[config.mk]
export PLATFORM = sky130hd
export DESIGN_NAME = fp_normalize_round
export DESIGN_NICKNAME = d
export VERILOG_FILES = /design/src/rtl/fp_normalize_round.sv
export SDC_FILE = /design/constraint.sdc
export NUM_CORES = 1
export LEC_CHECK = 0
export CAP_MARGIN = 10
export CORE_ASPECT_RATIO = 1.1
export CORE_MARGIN = 2
export CORE_UTILIZATION = 62
export DETAILED_ROUTE_END_ITERATION = 8
export GPL_ROUTABILITY_DRIVEN = 0
export PLACE_DENSITY_LB_ADDON = 0.15
export SLEW_MARGIN = 0
export SYNTH_ARGS = -nofsm -noshare
export SYNTH_HDL_FRONTEND = slang
export SYNTH_SLANG_ARGS = --single-unit
[constraint.sdc]
create_clock -name clk -period 14.34 [get_ports clk]
set_clock_uncertainty 0.15 [all_clocks]
set_input_delay 2.868 -clock clk [delete_from_list [all_inputs] [get_ports clk]]
set_output_delay 2.868 -clock clk [all_outputs]
set_load 0.01 [all_outputs]
[src/rtl/fp_normalize_round.sv]
// Normalize / round-to-nearest-even / pack of a 61-bit sign-magnitude sum into binary32.
// Three-stage valid/ready pipeline; define FPNR_FLAGS_EN to add the out_flags port.
module fp_normalize_round #(
    parameter int W   = 61,
    parameter int EW  = 8,
    parameter int MW  = 23,
    parameter int PSW = 6
) (
    input  logic           clk,
    input  logic           rst,
    input  logic           in_valid,
    output logic           in_ready,
    input  logic [W-1:0]   in_mag,
    input  logic           in_sign,
    input  logic [EW-1:0]  in_exp,
    input  logic [PSW-1:0] in_pshift,
    output logic           out_valid,
    input  logic           out_ready,
    output logic [EW+MW:0] out_fp
`ifdef FPNR_FLAGS_EN
    ,
    output logic [2:0]     out_flags
`endif
);
    localparam int PW   = $clog2(W);
    localparam int XW   = EW + 2;
    localparam int SW   = W - MW - 2;
    localparam int EMAX = (1 << EW) - 1;

    // stage advance chain: a stage loads when empty or when its content moves on
    logic w_s1_load;
    logic w_s2_load;
    logic w_s3_load;

    logic                 r_s1_valid;
    logic [W-1:0]         r_s1_mag;
    logic                 r_s1_sign;
    logic [PW-1:0]        r_s1_p;
    logic signed [XW-1:0] r_s1_e;

    logic                 r_s2_valid;
    logic                 r_s2_sign;
    logic                 r_s2_zero;
    logic signed [XW-1:0] r_s2_e;
    logic [MW-1:0]        r_s2_frac;
    logic                 r_s2_guard;
    logic                 r_s2_sticky;

    logic                 r_s3_valid;
    logic [EW+MW:0]       r_fp;

    assign w_s3_load = !r_s3_valid || out_ready;
    assign w_s2_load = !r_s2_valid || w_s3_load;
    assign w_s1_load = !r_s1_valid || w_s2_load;
    assign in_ready  = w_s1_load;
    assign out_valid = r_s3_valid;
    assign out_fp    = r_fp;

    // S1: leading-one position and unrounded exponent
    logic [PW-1:0]        w_p;
    logic signed [XW-1:0] w_e;

    always_comb begin
        w_p = '0;
        for (int i = 0; i < W; i++) begin
            if (in_mag[i]) w_p = PW'(i);
        end
    end

    assign w_e = XW'(in_exp) + XW'(w_p) - XW'(MW) - XW'(in_pshift);

    always_ff @(posedge clk) begin
        if (rst) begin
            r_s1_valid <= 1'b0;
        end else if (w_s1_load) begin
            r_s1_valid <= in_valid;
        end
        if (w_s1_load && in_valid) begin
            r_s1_mag  <= in_mag;
            r_s1_sign <= in_sign;
            r_s1_p    <= w_p;
            r_s1_e    <= w_e;
        end
    end

    // S2: lossless left shift puts the leading one at bit W-1
    logic [W-1:0] w_norm;

    assign w_norm = r_s1_mag << (PW'(W - 1) - r_s1_p);

    always_ff @(posedge clk) begin
        if (rst) begin
            r_s2_valid <= 1'b0;
        end else if (w_s2_load) begin
            r_s2_valid <= r_s1_valid;
        end
        if (w_s2_load && r_s1_valid) begin
            r_s2_sign   <= r_s1_sign;
            r_s2_zero   <= !w_norm[W-1];
            r_s2_e      <= r_s1_e;
            r_s2_frac   <= w_norm[W-2 -: MW];
            r_s2_guard  <= w_norm[SW];
            r_s2_sticky <= |w_norm[SW-1:0];
        end
    end

    // S3: RNE increment; an all-ones fraction wraps to zero and bumps the exponent
    logic                 w_inc;
    logic                 w_carry;
    logic [MW-1:0]        w_frac;
    logic signed [XW-1:0] w_e_rnd;
    logic [EW+MW:0]       w_fp;

    assign w_inc   = r_s2_guard & (r_s2_sticky | r_s2_frac[0]);
    assign w_carry = w_inc & (&r_s2_frac);
    assign w_frac  = r_s2_frac + MW'(w_inc);
    assign w_e_rnd = r_s2_e + XW'(w_carry);

    always_comb begin
        w_fp = {r_s2_sign, w_e_rnd[EW-1:0], w_frac};
        if (r_s2_zero) begin
            w_fp = '0;
        end else if (int'(w_e_rnd) >= EMAX) begin
            w_fp = {r_s2_sign, {EW{1'b1}}, {MW{1'b0}}};
        end else if (int'(w_e_rnd) <= 0) begin
            w_fp = {r_s2_sign, {(EW+MW){1'b0}}};
        end
    end

    always_ff @(posedge clk) begin
        if (rst) begin
            r_s3_valid <= 1'b0;
            r_fp       <= '0;
        end else if (w_s3_load) begin
            r_s3_valid <= r_s2_valid;
            if (r_s2_valid) r_fp <= w_fp;
        end
    end

`ifdef FPNR_FLAGS_EN
    logic [2:0] w_flags;
    logic [2:0] r_flags;

    always_comb begin
        w_flags = {2'b00, r_s2_guard | r_s2_sticky};
        if (r_s2_zero) begin
            w_flags = 3'b000;
        end else if (int'(w_e_rnd) >= EMAX) begin
            w_flags = 3'b100;
        end else if (int'(w_e_rnd) <= 0) begin
            w_flags = 3'b010;
        end
    end

    always_ff @(posedge clk) begin
        if (rst) begin
            r_flags <= '0;
        end else if (w_s3_load && r_s2_valid) begin
            r_flags <= w_flags;
        end
    end

    assign out_flags = r_flags;
`endif

endmodule
==> results_dict.tcl <==
set metrics [dict create \
    synth_largest_area_cell "edfxtp_1" \
    die_area_um2 17500 \
    status "finished clean" \
    drive_gt1_frac 0.0960 \
    post_cts_buffers 0 \
    antenna_found_initial 0 \
    synth_edf_count 115 \
    clk_latency_ps 420 \
    final.min_clock_period_ps 7470 \
    timing.critical_path.mode_cell "clkdlybuf4s50_1" \
    cts_hold_buf 0 \
    r2r-start "r_s1_p[0]" \
    synth_area_leaders "edfxtp_1 34%, dfxtp_1 6.9%, nor2_1 5.6%, a21oi_1 5.2%, mux2i_1 4.4%" \
    routed_via_density 6.13 \
    chipWidth_um 126 \
    p_leak_nw 4.33 \
    max_slew.worst_pin.slew_ps 1100 \
    routed_wl_mm 23.1 \
    setup_viol 0 \
    path_clk_slew_ps 60 \
    place_area_um2 11400 \
    crit_chain "clkdlybuf4s50_1 -> nor2b_1 -> nand3_1 -> clkdlybuf4s50_1" \
    hold_path.startpoint "r_s1_e[5]" \
    start_util 0.627 \
    core_area_um2 16200 \
    drc 0 \
    finalCritPeriodShare 0.521 \
    grt_pass1_wl_mm 37.7 \
    worstRegToRegCells 13 \
    dpl.hpwl_mm 16.9 \
    dr.pass1.iters 5 \
    yosysUniqueCellTypes 69 \
    max_slew_margin 0.263 \
    yosys.area.top_type_share 0.339 \
    ys_seq_area_frac 0.408 \
    worstHoldEndpoint "r_s2_e[5]" \
    ctsHtreeMaxLevel 4 \
    finalPower_w 0.00143 \
    crit_type "in -> out" \
    area_delta_synth_final_pct 17.6 \
    crit_slowest_cell "clkdlybuf4s50_1" \
    r2r_slack_ps 10020 \
    worst_hold_path_type "reg -> reg" \
    path_max_fanout 6 \
    syn_inst 1075 \
    vias 8405 \
    async_flop_share 0 \
    cp.arrival_ps 4450 \
    yosys_warnings 0 \
    chipHeight_um 138 \
    drt-wirelength-per-cell_um 16.9 \
    hold_violations 0 \
    grt_max_degree 79 \
    worst_setup_path_end_kind "primary output" \
    detail-route-antenna-nets 0 \
    drtIter0Drc 517 \
    grt_setup_unrepaired "no" \
    syn-cell-area_um2 10200 \
    slowest_delay_ps 510 \
    pin_count 114 \
    ir_worst_vdd_v 0.0000846 \
    cts_resized 0 \
    power_density_nw_per_um2 119 \
    maxCapViolations 0 \
    synth_ff_type "edfxtp_1" \
    drv_slew 0 \
    required_ps 11320 \
    numPortBuffers 113 \
    fin_area_um2 12000 \
    start_kind "input port" \
    rr_endpoint "r_s2_sticky" \
    cts_tree "yes" \
    syn-mean-instance-area_um2 9.47 \
    overflow 0 \
    cts.path.max_buffers 2 \
    cts_root_buf "clkbuf_16" \
    diodes 0 \
    final_util 0.737 \
    track_usage 0.267 \
    ys_top_cells_by_count "151 x nor2_1, 115 x edfxtp_1, 105 x a21oi_1, 105 x nand2_1, 45 x mux2i_1" \
    fmax_mhz 134 \
    fin_tns_setup_ps 0 \
    cts_made_buffers 17 \
    hold_ws_ps 267 \
    rows 49 \
    yosysMostFrequentCell "nor2_1" \
    holdPathStages 0 \
    nNetsFinal 1259 \
    grt_pass1_vias 7740 \
    ys_ff_latch 150 \
    cts.sink_count 150 \
    syn_nets 1180 \
]
per-stage QoR:
| stage | setup slack, ps | std cells |
|---|---|---|
| 2_1_floorplan | 6740 | 1075 |
| 3_3_place_gp | 6940 | 1338 |
| 3_5_place_dp | 6900 | 1338 |
| 4_1_cts | 6890 | 1370 |
| 5_1_grt | 6760 | 1371 |
| 6_report | 6870 | 1371 |
kinds of logic after synthesis:
kind of cell	after synthesis	share of synthesized area
AO/OA/AOI/OAI	297	0.181
XOR/XNOR	42	0.0402
adder cells (fa/ha/maj)	25	0.0359
buffers and inverters	106	0.0520
flip-flops	150	0.408
multiplexers	94	0.127
AND/OR/NAND/NOR	361	0.156
flip-flops by register name (all words and copies together), names as in the netlist, 6 cells and up:
| signal | count |
|---|---|
| r_s2_frac | 23 |
| r_s1_p | 6 |
| r_s1_mag | 61 |
| out_fp | 32 |
| r_s1_e | 10 |
| r_s2_e | 10 |
critical path, delay by kind of cell:
kind / cells / cell delay [ps]
and+or+nand+nor: 2 / 660
buffers and inverters: 2 / 920
layout by cell type (no fill, tap or decap), types with 9 or more instances in the layout:
| cell | n |
|---|---|
| nand2_1 | 105 |
| o21ai_0 | 43 |
| o211ai_1 | 12 |
| buf_4 | 12 |
| inv_1 | 39 |
| xor2_1 | 12 |
| nor4_1 | 14 |
| o21ai_1 | 16 |
| dfxtp_1 | 35 |
| nor2b_1 | 14 |
| mux2_2 | 15 |
| clkdlybuf4s50_1 | 113 |
| mux2i_1 | 45 |
| a22oi_1 | 29 |
| ha_1 | 17 |
| o22ai_1 | 9 |
| nor3_1 | 19 |
| edfxtp_1 | 115 |
| a211oi_1 | 38 |
| xnor2_1 | 23 |
| mux4_2 | 16 |
| a21oi_1 | 105 |
| clkbuf_16 | 20 |
| nor2_1 | 151 |
| nand3_1 | 26 |
metal layers:
layer | GRT usage | part of all wire
met5 | 0 | 0
met2 | 0.441 | 0.49
met1 | 0.359 | 0.43
met3 | 0.0379 | 0.063
met4 | 0.102 | 0.023
power breakdown:
part / internal [W] / switching [W] / total, W / leakage (nW)
combinational: 0.000182 / 0.000276 / 0.000458 / 2.64
sequential: 0.000517 / 0.0000255 / 0.000543 / 1.39
clock: 0.000258 / 0.000172 / 0.000430 / 0.289
total: 0.000956 / 0.000474 / 0.00143 / 4.33
worst max-delay path by stage:
| stage | startpoint | to | slack, ps | cells after the start |
|---|---|---|---|---|
| 5_1_grt | out_ready | in_ready | 6760 | 4 |
| 4_1_cts | out_ready | in_ready | 6890 | 4 |
| 2_1_floorplan | out_ready | r_s1_e[0] | 6740 | 2 |
| 3_3_place_gp | out_ready | in_ready | 6940 | 4 |
| 3_5_place_dp | out_ready | in_ready | 6900 | 4 |
| 6_report | out_ready | in_ready | 6870 | 4 |
final cells by class:
cell class / count / area, um^2
flip-flops and latches: 150 / 4150
clock inverters: 9 / 63.8
inverters: 40 / 150
fillers: 1158 / 4270
multi-input cells: 819 / 5590
repair buffers: 126 / 1250
clock buffers: 23 / 522
well taps: 204 / 255
(Power assumes the default switching activity.)
